[src/rtl/arrow_pkg.sv]
`default_nettype none
// ============================================================================
// Module   : arrow_pkg
// Brief    : Arrow/harpoon shared types, coordinate width and default sprite
//            geometry shared with the square-object and bitmap instances.
// Revision : 1.0 - initial release
// ============================================================================
package arrow_pkg;

    localparam int COORD_W = 11;

    localparam int DEF_ARROW_WIDTH  = 32;
    localparam int DEF_ARROW_HEIGHT = 24;
    localparam int DEF_LAUNCH_Y     = 416;
    localparam int DEF_CEILING_Y    = 32;
    localparam int DEF_ARROW_SPEED  = 4;
    localparam int DEF_STICK_FRAMES = 30;

    typedef enum logic [1:0] {
        IDLE   = 2'd0,
        FLYING = 2'd1,
        STUCK  = 2'd2,
        DONE   = 2'd3
    } arrow_state_t;

endpackage
`default_nettype wire

[src/rtl/rising_edge_detect.sv]
`default_nettype none
// ============================================================================
// Module   : rising_edge_detect
// Brief    : Registered rising-edge detector for synchronous key levels; the
//            pulse is one clock wide and appears one cycle after the edge.
// Revision : 1.0 - initial release
// ============================================================================
module rising_edge_detect (
    input  logic clk,
    input  logic resetN,
    input  logic in,
    output logic pulse
);

    logic r_prev;
    logic r_pulse;

    always_ff @(posedge clk or negedge resetN) begin
        if (!resetN) begin
            r_prev  <= 1'b0;
            r_pulse <= 1'b0;
        end else begin
            r_prev  <= in;
            r_pulse <= in & ~r_prev;
        end
    end

    assign pulse = r_pulse;

endmodule
`default_nettype wire

[src/rtl/arrow_shot_controller.sv]
`default_nettype none
// ============================================================================
// Module   : arrow_shot_controller
// Brief    : Arrow sprite sequencer: launch on fire edge, climb per frame,
//            stop at the ceiling, retire on ball hit. Optional ceiling hold
//            enabled by defining ARROW_STICK_EN.
// Revision : 1.0 - initial release
// ============================================================================
module arrow_shot_controller
    import arrow_pkg::*;
#(
    parameter int ARROW_WIDTH  = DEF_ARROW_WIDTH,
    parameter int ARROW_HEIGHT = DEF_ARROW_HEIGHT,
    parameter int LAUNCH_Y     = DEF_LAUNCH_Y,
    parameter int CEILING_Y    = DEF_CEILING_Y,
    parameter int ARROW_SPEED  = DEF_ARROW_SPEED,
    parameter int STICK_FRAMES = DEF_STICK_FRAMES
) (
    input  logic               clk,
    input  logic               resetN,
    input  logic               startOfFrame,
    input  logic               fireKey,
    input  logic [COORD_W-1:0] playerX,
    input  logic               collisionBall,
    output logic [COORD_W-1:0] topLeftX,
    output logic [COORD_W-1:0] topLeftY,
    output logic               arrowActive,
    output logic               arrowHit
);

    localparam logic [COORD_W-1:0] c_half_w     = COORD_W'(ARROW_WIDTH / 2);
    localparam logic [COORD_W-1:0] c_launch_y   = COORD_W'(LAUNCH_Y);
    localparam logic [COORD_W-1:0] c_ceiling_y  = COORD_W'(CEILING_Y);
    localparam logic [COORD_W-1:0] c_speed      = COORD_W'(ARROW_SPEED);
    localparam logic [COORD_W-1:0] c_step_floor = COORD_W'(CEILING_Y + ARROW_SPEED);

    logic               w_fire;
    arrow_state_t       r_state, w_state_nxt;
    logic [COORD_W-1:0] r_x, w_x_nxt;
    logic [COORD_W-1:0] r_y, w_y_nxt;
    logic               r_active, w_active_nxt;
    logic               r_hit, w_hit_nxt;

`ifdef ARROW_STICK_EN
    localparam int c_cnt_w = (STICK_FRAMES > 1) ? $clog2(STICK_FRAMES) : 1;
    logic [c_cnt_w-1:0] r_cnt, w_cnt_nxt;
`endif

    rising_edge_detect u_fire_edge (
        .clk    (clk),
        .resetN (resetN),
        .in     (fireKey),
        .pulse  (w_fire)
    );

    always_ff @(posedge clk or negedge resetN) begin
        if (!resetN) begin
            r_state  <= IDLE;
            r_x      <= '0;
            r_y      <= c_launch_y;
            r_active <= 1'b0;
            r_hit    <= 1'b0;
`ifdef ARROW_STICK_EN
            r_cnt    <= '0;
`endif
        end else begin
            r_state  <= w_state_nxt;
            r_x      <= w_x_nxt;
            r_y      <= w_y_nxt;
            r_active <= w_active_nxt;
            r_hit    <= w_hit_nxt;
`ifdef ARROW_STICK_EN
            r_cnt    <= w_cnt_nxt;
`endif
        end
    end

    always_comb begin
        w_state_nxt = r_state;
        w_x_nxt     = r_x;
        w_y_nxt     = r_y;
        w_hit_nxt   = 1'b0;
`ifdef ARROW_STICK_EN
        w_cnt_nxt   = r_cnt;
`endif
        case (r_state)
            IDLE: begin
                if (w_fire) begin
                    w_state_nxt = FLYING;
                    w_y_nxt     = c_launch_y;
                    w_x_nxt     = (playerX >= c_half_w) ? (playerX - c_half_w) : '0;
                end
            end
            FLYING: begin
                // Collision takes priority over a coincident frame move.
                if (collisionBall) begin
                    w_hit_nxt   = 1'b1;
                    w_state_nxt = IDLE;
                    w_y_nxt     = c_launch_y;
                end else if (startOfFrame) begin
                    if (r_y >= c_step_floor) begin
                        w_y_nxt = r_y - c_speed;
                    end else begin
                        w_y_nxt = c_ceiling_y;
`ifdef ARROW_STICK_EN
                        w_state_nxt = STUCK;
                        w_cnt_nxt   = c_cnt_w'(STICK_FRAMES - 1);
`else
                        w_state_nxt = DONE;
`endif
                    end
                end
            end
`ifdef ARROW_STICK_EN
            STUCK: begin
                if (collisionBall) begin
                    w_hit_nxt   = 1'b1;
                    w_state_nxt = IDLE;
                    w_y_nxt     = c_launch_y;
                end else if (startOfFrame) begin
                    if (r_cnt == '0) begin
                        w_state_nxt = DONE;
                    end else begin
                        w_cnt_nxt = r_cnt - 1'b1;
                    end
                end
            end
`endif
            default: begin
                w_state_nxt = IDLE;
            end
        endcase
        w_active_nxt = (w_state_nxt == FLYING) || (w_state_nxt == STUCK);
    end

    assign topLeftX    = r_x;
    assign topLeftY    = r_y;
    assign arrowActive = r_active;
    assign arrowHit    = r_hit;

endmodule
`default_nettype wire

[config.mk]
export PLATFORM = sky130hd
export DESIGN_NAME = arrow_shot_controller
export DESIGN_NICKNAME = d
export VERILOG_FILES = /design/src/rtl/arrow_pkg.sv /design/src/rtl/rising_edge_detect.sv /design/src/rtl/arrow_shot_controller.sv
export SDC_FILE = /design/constraint.sdc
export NUM_CORES = 1
export LEC_CHECK = 0
export CAP_MARGIN = 20
export CORE_UTILIZATION = 41
export DETAILED_ROUTE_END_ITERATION = 10
export PLACE_DENSITY = 0.74
export SLEW_MARGIN = 20
export SYNTH_ARGS = -nofsm -noshare
export SYNTH_HDL_FRONTEND = slang
export SYNTH_HIERARCHICAL = 1
export SYNTH_SLANG_ARGS = --single-unit
export TNS_END_PERCENT = 30
[constraint.sdc]
create_clock -name clk -period 1.7 [get_ports clk]
set_input_delay 0.17 -clock clk [delete_from_list [all_inputs] [get_ports clk]]
set_output_delay 0.17 -clock clk [all_outputs]
set_load 0.03 [all_outputs]
==> results.json <==
{
  "status": "complete, no violations",
  "dr_wl_met3_um": 175,
  "path_class": "reg2reg",
  "rsz0062_at_grt": "yes",
  "wl_met2_um": 1300,
  "drtAntennaViolNets": 0,
  "wirelength_um": 2720,
  "dr.pass1.iters": 4,
  "setup_slack_ps": 36.3,
  "fin_crit_sh_pct": 97.9,
  "final_cell_mix": "clkdlybuf4s50_1, dfrtp_1, nand2_1, buf_4",
  "top_layer_used": "met3",
  "vias": 1102,
  "synth_area_um2": 1310,
  "peakVddDrop_mv": 0.583,
  "antenna_found_initial": 0,
  "drv_cap": 0,
  "antennaDiodeCount": 0,
  "fp.dieArea_um2": 3430,
  "grt_usage_pct": 17.6,
  "grt_pass1_wl_um": 4650,
  "total_power_mw": 1.88,
  "final_common_cell": "clkdlybuf4s50_1",
  "crit_path_max_fanout": 7,
  "final_util_pct": 61.5,
  "cts_setup_buffers": 0,
  "final-setup-viol-count": 0,
  "finalClockSkew_ps": 11.9,
  "stdcell_count": 219,
  "critPathBufInv": 1,
  "finalHoldWorstSlack_ps": 198,
  "fin_crit_ps": 1660,
  "die_h_um": 58.6,
  "max_stage_delay_ps": 490,
  "start_util_pct": 43.0,
  "place_hpwl_um": 2100,
  "grt_max_degree": 27,
  "startpoint_type": "register",
  "route.detailed.drc": 0,
  "worstPathRequired_ps": 1950,
  "async_reset_ff_share_pct": 100,
  "seq_area_frac_synth_pct": 49.9,
  "cts.htree.levels": 1,
  "hold_path_class": "in2async",
  "cts.clk_slew.worst_paths_ps": 140,
  "hold_viol_final": 0,
  "powerDensity_nw_per_um2": 1000,
  "synth_cell_type_count": 43,
  "drtIter0Drc": 41,
  "wl_per_cell_um": 12.4,
  "yosys_register_bits": 26,
  "coreArea_um2": 3050,
  "clkLatencyLatePin_ps": 320,
  "crit_chain": "inv_1 > ha_4 > or4b_4 > o21ai_1 > a21oi_1 > a211oi_1",
  "nets": 196,
  "timing.fmax_ghz": 0.601,
  "slew_viol_final": 0,
  "die_w_um": 58.6,
  "grt_pass1_vias": 1086,
  "cts_tree": "built",
  "wl_met1_um": 1250,
  "areaGrowthSynthToFinish_pct": 43.2,
  "worstReg2RegStart": "topLeftY[2]$_DFFE_PN0P_",
  "gp_congestion": 0.858,
  "synth_edf_count": 0,
  "overflow": 0,
  "worst_setup_path_end_kind": "register",
  "clockBufferDepth": 2,
  "root_buffer": "clkbuf_4",
  "cp_slowest_cell": "or4b_4",
  "synth_area_per_cell_um2": 10.3,
  "num_rows": 20,
  "dp_slack_ps": -71.8,
  "ioPinCount": 40,
  "synth_warnings": 6,
  "clock_sinks": 26,
  "crit_family": "simple AND/OR/NAND/NOR gates",
  "numCtsBuffers": 3,
  "numPortBuffers": 37,
  "p_leak_nw": 0.819,
  "drive_above_1_share_pct": 18.3,
  "crit_start": "topLeftY[2]$_DFFE_PN0P_",
  "synthCells": 127,
  "cp.arrival_ps": 1910,
  "ys.flop_type": "dfrtp_1",
  "place_inst": 215,
  "viasPerCell": 5.03
}
[stage by stage]
step	instance area, um^2	setup TNS (ps)
floorplan	1320	0
finish	1880	0
global route	1880	-102
global placement	1790	0
CTS	1840	0
detailed placement	1790	-197
[worst reg2reg max path, stage by stage (launching register included)]
cell      delay (ps)
dfrtp_2          480
inv_1            100
ha_4             130
or4b_4           490
o21ai_1          140
a21oi_1           80
a211oi_1         180
[where the power goes]
part	internal, mW	switching (mW)	total, mW
clock network	0.238	0.178	0.416
registers	0.713	0.0810	0.794
logic	0.307	0.363	0.671
total	1.26	0.622	1.88
[cells by family (layout without fill, tap and decap cells)]
logic type / Yosys count / count (layout) / share of synthesized area, %
AND/OR/NAND/NOR: 49 / 49 / 21.3
AO/OA/AOI/OAI: 31 / 31 / 16.8
flip-flops: 26 / 26 / 49.9
buffers and inverters: 9 / 56 / 3.15
XOR/XNOR: 6 / 6 / 4.01
adder cells (fa/ha/maj): 4 / 4 / 3.82
other: 1 / 2 / 0.286
multiplexers: 1 / 1 / 0.763
[state kept, by name, summed over array words and instances, names as in the netlist]
name                cells
arrowHit                1
topLeftX               11
topLeftY                9
r_state                 2
arrowActive             1
u_fire_edge/r_prev      1
u_fire_edge/pulse       1
[Yosys cell counts (2+ instances only)]
cell     count  share of area, %
a21oi_1      6               2.3
a22o_1       4               2.7
buf_4        2               1.1
dfrtp_1     23                44
dfstp_2      3               6.0
ha_1         4               3.8
inv_1        6               1.7
nand2_1     14               4.0
nand3_1      4               1.5
nor2_1       7               2.0
nor3_1       6               2.3
nor3b_1      2               1.1
nor4_1       2              0.95
o21ai_0      6               2.3
o21ai_1      4               1.5
o22ai_1      2              0.95
or3_1        2              0.95
xnor2_1      3               2.0
xor2_1       3               2.0
[path summary, 6_finish.rpt]
check / to / slack [ps] / cells after the start
max in group asynchronous: topLeftY[5]$_DFFE_PN1P_ / 1190 / 2
hold / removal: arrowHit$_DFF_PN0_ / 200 / 2
hold reg to reg: u_fire_edge/pulse$_DFF_PN0_ / 460 / 1
setup reg to reg: topLeftY[8]$_DFFE_PN1P_ / 40 / 6
setup / recovery: topLeftY[8]$_DFFE_PN1P_ / 40 / 6
min in group clk: u_fire_edge/r_prev$_DFF_PN0_ / 310 / 1
[layer usage]
layer  global-route usage, %  vias up
met2                    30.2       33
met4                    4.08        0
met1                    22.8      521
met5                       0        -
li1                        -      548
met3                    3.96        0
[layout make-up]
class / instances / area, um^2
clock buffers: 3 / 22.5
well taps: 44 / 55.1
flip-flops and latches: 26 / 658
fillers: 284 / 1170
clock inverters: 1 / 30.0
inverters: 6 / 22.5
multi-input cells: 93 / 648
repair buffers: 46 / 442
[repair_timing]
action	4_1_cts	5_1_grt
resized for setup	3	10
setup endpoints to repair	3	14
pin swaps	0	2
hold buffers	0	0
Power figures use the tool's default switching activity.
